==> src/rtl/sim_run_pkg.sv <==
// Shared types and default parameters for the simulation run controller.
// The defaults are exported so benches can size their own expectations from them.
package sim_run_pkg;

  typedef enum logic [2:0] {
    HOLD,
    RUN,
    PASS,
    FAIL,
    TIMEOUT
  } run_state_t;

  localparam int RUN_RST_CYCLES     = 10;
  localparam int RUN_TIMEOUT_CYCLES = 20;

  function automatic logic is_terminal(run_state_t s);
    return (s == PASS) || (s == FAIL) || (s == TIMEOUT);
  endfunction

endpackage

==> src/rtl/sat_up_counter.sv <==
// Saturating up-counter with synchronous reset and clear.
// Once it reaches MAX it holds there until rst or clr.
module sat_up_counter #(
  parameter int W   = 8,
  parameter int MAX = 255
) (
  input  logic         clk,
  input  logic         rst,
  input  logic         clr,
  input  logic         en,
  output logic [W-1:0] cnt,
  output logic         at_max
);

  assign at_max = (cnt == W'(MAX));

  always_ff @(posedge clk) begin
    if (rst || clr) begin
      cnt <= '0;
    end else if (en && !at_max) begin
      cnt <= cnt + W'(1);
    end
  end

endmodule

==> src/rtl/sim_run_ctrl.sv <==
// Run controller: holds the DUT in reset, counts run cycles, and latches a
// sticky PASS/FAIL/TIMEOUT verdict until the next rst.
module sim_run_ctrl #(
  parameter int RST_CYCLES     = sim_run_pkg::RUN_RST_CYCLES,
  parameter int TIMEOUT_CYCLES = sim_run_pkg::RUN_TIMEOUT_CYCLES,
  parameter int CNT_W          = 32
) (
  input  logic             clk,
  input  logic             rst,
  input  logic             done_i,
  input  logic             fail_i,
  output logic             dut_rst_n,
  output logic             running,
  output logic             finished,
  output logic             passed,
  output logic             timeout,
  output logic [CNT_W-1:0] cycle_cnt
);

  import sim_run_pkg::*;

  localparam int HOLD_W = (RST_CYCLES > 1) ? $clog2(RST_CYCLES) : 1;

  run_state_t        state;
  run_state_t        next_state;
  logic [HOLD_W-1:0] hold_cnt;
  logic              hold_at_max;
  logic              hold_en;
  logic              cycle_en;
  logic              cycle_at_max;
  logic              hold_last;
  logic              run_last;

  // The hold counter saturates at RST_CYCLES-1, which is exactly the release edge.
  sat_up_counter #(
    .W   (HOLD_W),
    .MAX (RST_CYCLES - 1)
  ) u_hold_cnt (
    .clk    (clk),
    .rst    (rst),
    .clr    (1'b0),
    .en     (hold_en),
    .cnt    (hold_cnt),
    .at_max (hold_at_max)
  );

  sat_up_counter #(
    .W   (CNT_W),
    .MAX (TIMEOUT_CYCLES)
  ) u_cycle_cnt (
    .clk    (clk),
    .rst    (rst),
    .clr    (1'b0),
    .en     (cycle_en),
    .cnt    (cycle_cnt),
    .at_max (cycle_at_max)
  );

  assign hold_last = (hold_cnt == HOLD_W'(RST_CYCLES - 1));
  assign run_last  = (cycle_cnt == CNT_W'(TIMEOUT_CYCLES - 1));
  assign hold_en   = (state == HOLD) && !hold_at_max;
  // The edge that enters PASS or FAIL must not count as a run cycle.
  assign cycle_en  = (state == RUN) && !fail_i && !done_i && !cycle_at_max;

  always_ff @(posedge clk) begin
    if (rst) begin
      state <= HOLD;
    end else begin
      state <= next_state;
    end
  end

  always_comb begin
    next_state = state;
    case (state)
      HOLD: begin
        if (hold_last) begin
          next_state = RUN;
        end
      end
      RUN: begin
        if (fail_i) begin
          next_state = FAIL;
        end else if (done_i) begin
          next_state = PASS;
        end else if (run_last) begin
          next_state = TIMEOUT;
        end
      end
      PASS, FAIL, TIMEOUT: begin
        next_state = state;
      end
      default: begin
        next_state = HOLD;
      end
    endcase
  end

  // Flags are registered from next_state so they change on the same edge as the state.
  always_ff @(posedge clk) begin
    if (rst) begin
      dut_rst_n <= 1'b0;
      running   <= 1'b0;
      finished  <= 1'b0;
      passed    <= 1'b0;
      timeout   <= 1'b0;
    end else begin
      dut_rst_n <= (next_state != HOLD);
      running   <= (next_state == RUN);
      finished  <= is_terminal(next_state);
      passed    <= (next_state == PASS);
      timeout   <= (next_state == TIMEOUT);
    end
  end

endmodule

==> config.mk <==
export PLATFORM = sky130hd
export DESIGN_NAME = sim_run_ctrl
export DESIGN_NICKNAME = d
export VERILOG_FILES = /design/src/rtl/sim_run_pkg.sv /design/src/rtl/sat_up_counter.sv /design/src/rtl/sim_run_ctrl.sv
export SDC_FILE = /design/constraint.sdc
export NUM_CORES = 1
export LEC_CHECK = 0
export ABC_AREA = 0
export ABC_CLOCK_PERIOD_IN_PS = 2600
export CAP_MARGIN = 30
export CORE_MARGIN = 3
export CORE_UTILIZATION = 47
export CTS_CLUSTER_SIZE = 8
export DETAILED_ROUTE_END_ITERATION = 12
export PLACE_DENSITY = 0.7
export SETUP_SLACK_MARGIN = 0.02
export SLEW_MARGIN = 30
export SYNTH_ARGS = -nofsm -noshare
export SYNTH_HDL_FRONTEND = slang
export SYNTH_SLANG_ARGS = --single-unit
==> constraint.sdc <==
create_clock -name clk -period 2.6 [get_ports clk]
set_input_delay 0.26 -clock clk [delete_from_list [all_inputs] [get_ports clk]]
set_output_delay 0.26 -clock clk [all_outputs]
set_load 0.05 [all_outputs]
==> After elaboration in Yosys (flattened, before gate mapping) <==
Index checks and enable logic that the tools add are counted.
Widths: inputs -> output; s select.
{ "word_totals": {"regBits": 44, "in_bits": 4, "out_inout_bits": 37, "word_cells": 41} }
{ "classes": {"addsub": 2, "eq_ne": 11, "muxes": 5, "reduce_logical": 15} }
{ "op_table": {"columns": ["cell", "n"], "rows": [
  ["$eq 32x5->1 const B", 2],
  ["$add 32x1->32 const B", 1],
  ["$eq 3x2->1 const B", 4],
  ["$mux 3", 4],
  ["$pmux 3 s3", 1],
  ["$eq 3x1->1 const B", 2],
  ["$eq 3x3->1 const B", 2],
  ["$logic_and 1x1->1", 6],
  ["$add 4x1->4 const B", 1],
  ["$eq 4x4->1 const B", 1],
  ["$logic_not 1->1", 4],
  ["$logic_not 3->1", 1],
  ["$reduce_bool 3->1", 1],
  ["$reduce_or 3->1", 1],
  ["$logic_or 1x1->1", 2]
]} }

==> Longest topological paths before layout <==
{ "logic_depth": {"ltp_word": 8, "ltp_mapped": 7, "ltp_nobuf": 7} }

==> Cells and area by module <==
From an unflattened synthesis, not the netlist that was laid out.
{ "unflattened": {"cells_unflattened": 261, "area_unflattened_um2": 2257.2} }
{ "by_module_without_submodules": {"columns": ["module", "instances", "cells_each", "area_per_inst_um2", "seq_area_each_um2"], "rows": [
  ["sat_up_counter (u_cycle_cnt)", 1, 192, 1645.3, 640.6],
  ["sim_run_ctrl", 1, 46, 392.9, 160.2],
  ["sat_up_counter (u_hold_cnt)", 1, 23, 219.0, 80.1]
]} }

==> Least setup slack after synthesis <==
OpenSTA, ideal clock, no wires.
{ "synth_path": {"path_kind": "register to register", "start": "register u_cycle_cnt.cnt[1]", "end": "register u_cycle_cnt.cnt[14]", "setup_ps": 123, "arrival_time_ps": 2335, "required_ps": 2477, "path_slack_ps": 141, "stages_incl_launch_ff": 7, "path_buffers": 1, "synth_period_minus_slack_ps": 2459, "cell_sequence": "dfxtp_1 ha_1 nand4_1 or3_1 clkbuf_1 nor4_1 mux2_1"} }
{ "synth_via": {"elab_chain_cells": 4, "word_cells_on_any_way": 5, "cone_classes": "add/sub (1); eq/ne (1); reduce/logical (3)"} }
{ "synth_rtl": {"columns": ["element", "line", "rtl"], "rows": [
  ["start, declared", "sat_up_counter.sv:11", "output logic [W-1:0] cnt,"],
  ["start signal, assigned", "sat_up_counter.sv:21", "cnt <= cnt + W'(1);"],
  ["branches (longest 4 deep; another with $add 32x1->32)", null, null]
]} }
Several ways; the timed one is not identified.
A chain may end at the register's enable or synchronous reset.

==> Worst setup path in the final report <==
{ "layout_path": {"start": "register u_cycle_cnt.cnt[6]", "end": "register u_cycle_cnt.cnt[17]"} }
Same word-level chain as after synthesis.

==> summary.txt <==
status -> finished clean
pin count of the biggest net entering global routing -> 41
share of the synthesized area in the top cell type -> 37.6%
Worst-Margin Slew -> 0.643 ns
reg2reg start -> u_cycle_cnt.cnt[6]
gr usage total -> 19.8%
static leakage -> 0.950 nW
Syn Inst Count -> 277
Critical Path AT -> 2.49 ns
YS warnings -> 0
Final period util -> 88.4%
fmax -> 0.435 GHz
worst r2r path cells -> 4
skew final -> 0.00761 ns
core area -> 4750 um^2
Setup crit end kind -> flop
I/O pin cnt -> 41
RSZ-0062 raised after global routing -> no
CTS Buf Count -> 5
worst hold path class -> flop to flop
global route overflow -> 0
Netlist cell types -> 43
DR vias -> 2136
Die X -> 76.6 um
Pins Over Slew Limit -> 0
WHS Path Cells -> 2
Post-Route Setup TNS -> 0 ns
Int Power -> 0.000910 W
routed vias/inst -> 5.59
Die Y -> 76.6 um
most common cell after layout, fill and taps aside -> dfxtp_1
kind of critical path -> flop to flop
CP Launch Type -> flop
crit path time final -> 2.30 ns
WL/cell -> 14.2 um
nets -> 322
Slew headroom -> 56.8%
Syn Nets -> 285
Clock Power Share -> 38.5%
launch point of the worst path -> u_cycle_cnt.cnt[6]
Net Switching -> 0.000266 W
area leader, netlist -> dfxtp_1
first-pass GRT wire length -> 9.56 mm
part of the power in combinational logic -> 3.4%
Max-cap violations -> 0
routed wire length -> 5.41 mm
Hold Buf Count CTS -> 0
Final Core Density -> 61.0%
vias in the first global route -> 2051
GPL Wtd Cong -> 0.840
pwr/cell area -> 406 nW/um^2
cells resized by post-CTS repair -> 0
Layout area overhead -> 23.8%
Port Buf Inserts -> 40
# setup viols final -> 0
sequential fraction of the synthesis area -> 37.6%
drt drc -> 0
Worst VDD drop -> 250 uV
H-tree depth -> 2
Rows -> 25
highest-count cells in the layout ignoring fill and taps -> dfxtp_1, clkdlybuf4s50_1, nor2_1, nand3_1
worst-skew pair later-pin latency -> 0.30 ns
CP delay by family, top -> simple AND/OR/NAND/NOR gates
Worst path slowest cell -> or4_1
Reg clk slew, reported paths -> 0.09 ns
post-CTS setup buffers -> 0
critical-path cell list -> nand4_1 > or4_1 > nor4_1 > mux2_1
sequential power share -> 58.1%
Initial Utilization -> 49.3%
total die area -> 5870 um^2
CTS tree -> done
WP buf/inv -> 0
antenna violations before repair -> 0
fillers -> 453
slowest stage delay, CP -> 0.78 ns
Synth area leaders -> dfxtp_1, nor2_1, xnor2_1
final hold violation count -> 0
Max Root-Sink Buffers -> 2
1st-iter DRT viols -> 183
Cell Area, Synth -> 2340 um^2
CTS Root Cell -> clkbuf_8
post-DP HPWL -> 3.72 mm
antenna-violating nets left -> 0
layout cells sized above 1 -> 7.62%
drt pass-1 iters -> 4
flops & latches, synth -> 44
Hold Startpoint -> u_hold_cnt.cnt[2]
CTS sink count -> 44
stages on the worst setup path -> 4
Switching Share -> 22.6%
mean area per synthesized cell -> 8.46 um^2
diode count -> 0
CP Data Required Time -> 2.79 ns
CP Max Fanout -> 11
-- state kept, by name, summed over array words and instances, names as in the netlist --
| register | count |
|---|---|
| dut_rst_n | 1 |
| finished | 1 |
| u_hold_cnt.cnt | 4 |
| timeout | 1 |
| running | 1 |
| passed | 1 |
| u_cycle_cnt.cnt | 32 |
| state | 3 |
-- worst register-to-register path: cells and delay by family, from the launching register on --
family           cells  cell delay (ns)
AND/OR/NAND/NOR      3             1.39
flip-flops           1             0.46
multiplexers         1             0.35
-- area by class of cell --
type                       count  area, um^2  share of cell area (%)
clock inverter                 1        7.51                   0.259
inverter                      10        37.5                    1.29
sequential                    44         881                    30.4
clock buffer                   7        86.3                    2.98
tap                           67        83.8                    2.89
multi-input combinational    207        1360                    46.8
timing repair buffer          46         445                    15.4
-- cell usage after synthesis, drive strengths merged --
cell type  count
dfxtp         44
a31oi          1
xnor2         14
nor4b          3
o41ai          2
a21oi         12
or4            7
o21a           1
clkbuf         9
or3            2
nand4b         5
nand3         16
nand4          8
or2            1
buf            7
a21boi         1
o21ba          2
and4           3
and3           3
o31ai          4
and2           1
nor4          19
nor4bb         1
nor2b         12
inv           10
o21ai          6
nor2          36
ha             4
a211oi         2
nand2         13
nor3          14
mux2           9
a21o           1
xor2           2
nand2b         2
-- layer usage --
layer	part of all wire [%]	vias up	global-route usage (%)
met5	0	-	0
met2	43	56	30.5
met4	1.4	0	6.52
met1	52	1000	27.1
met3	3.9	7	4.61
li1	-	1073	-
-- path summary, 6_finish.rpt --
kind                         endpoint  slack, ns
setup / recovery  u_cycle_cnt.cnt[17]       0.30
setup reg to reg  u_cycle_cnt.cnt[17]       0.30
hold reg to reg     u_hold_cnt.cnt[2]       0.51
hold / removal      u_hold_cnt.cnt[2]       0.51
-- per-stage QoR --
step                      setup WS [ns]  hold WS (ns)  area, um^2  std cells  power, W
final                             0.302         0.511        2900        382   0.00118
after global routing              0.109         0.519        2900        382   0.00122
after CTS                         0.288         0.505        2900        382   0.00119
after detailed placement          0.299         0.492        2810        374  0.000739
after global placement            0.380         0.486        2810        374  0.000738
after floorplan                   0.141         0.462        2340        277  0.000724
-- cell families (layout without fill, tap and decap cells) --
group	count (synthesis)	count (layout)	synth area share, %
AOI/OAI and AO/OA	32	32	8.60
DFF	44	44	37.6
buffers and inverters	26	64	4.43
adders and majority gates	4	4	2.14
xor gates and xnor gates	16	16	5.98
and+or+nand+nor	146	146	36.8
muxes	9	9	4.49
-- power by group through the flow --
stage               Clock (W)  Combinational, W  Sequential (W)
global route         0.000493         0.0000451        0.000684
finish               0.000453         0.0000403        0.000683
floorplan                   0         0.0000251        0.000698
CTS                  0.000464         0.0000404        0.000683
global placement            0         0.0000393        0.000699
detailed placement          0         0.0000403        0.000699
Note: power is estimated with default switching activity, not from simulation.
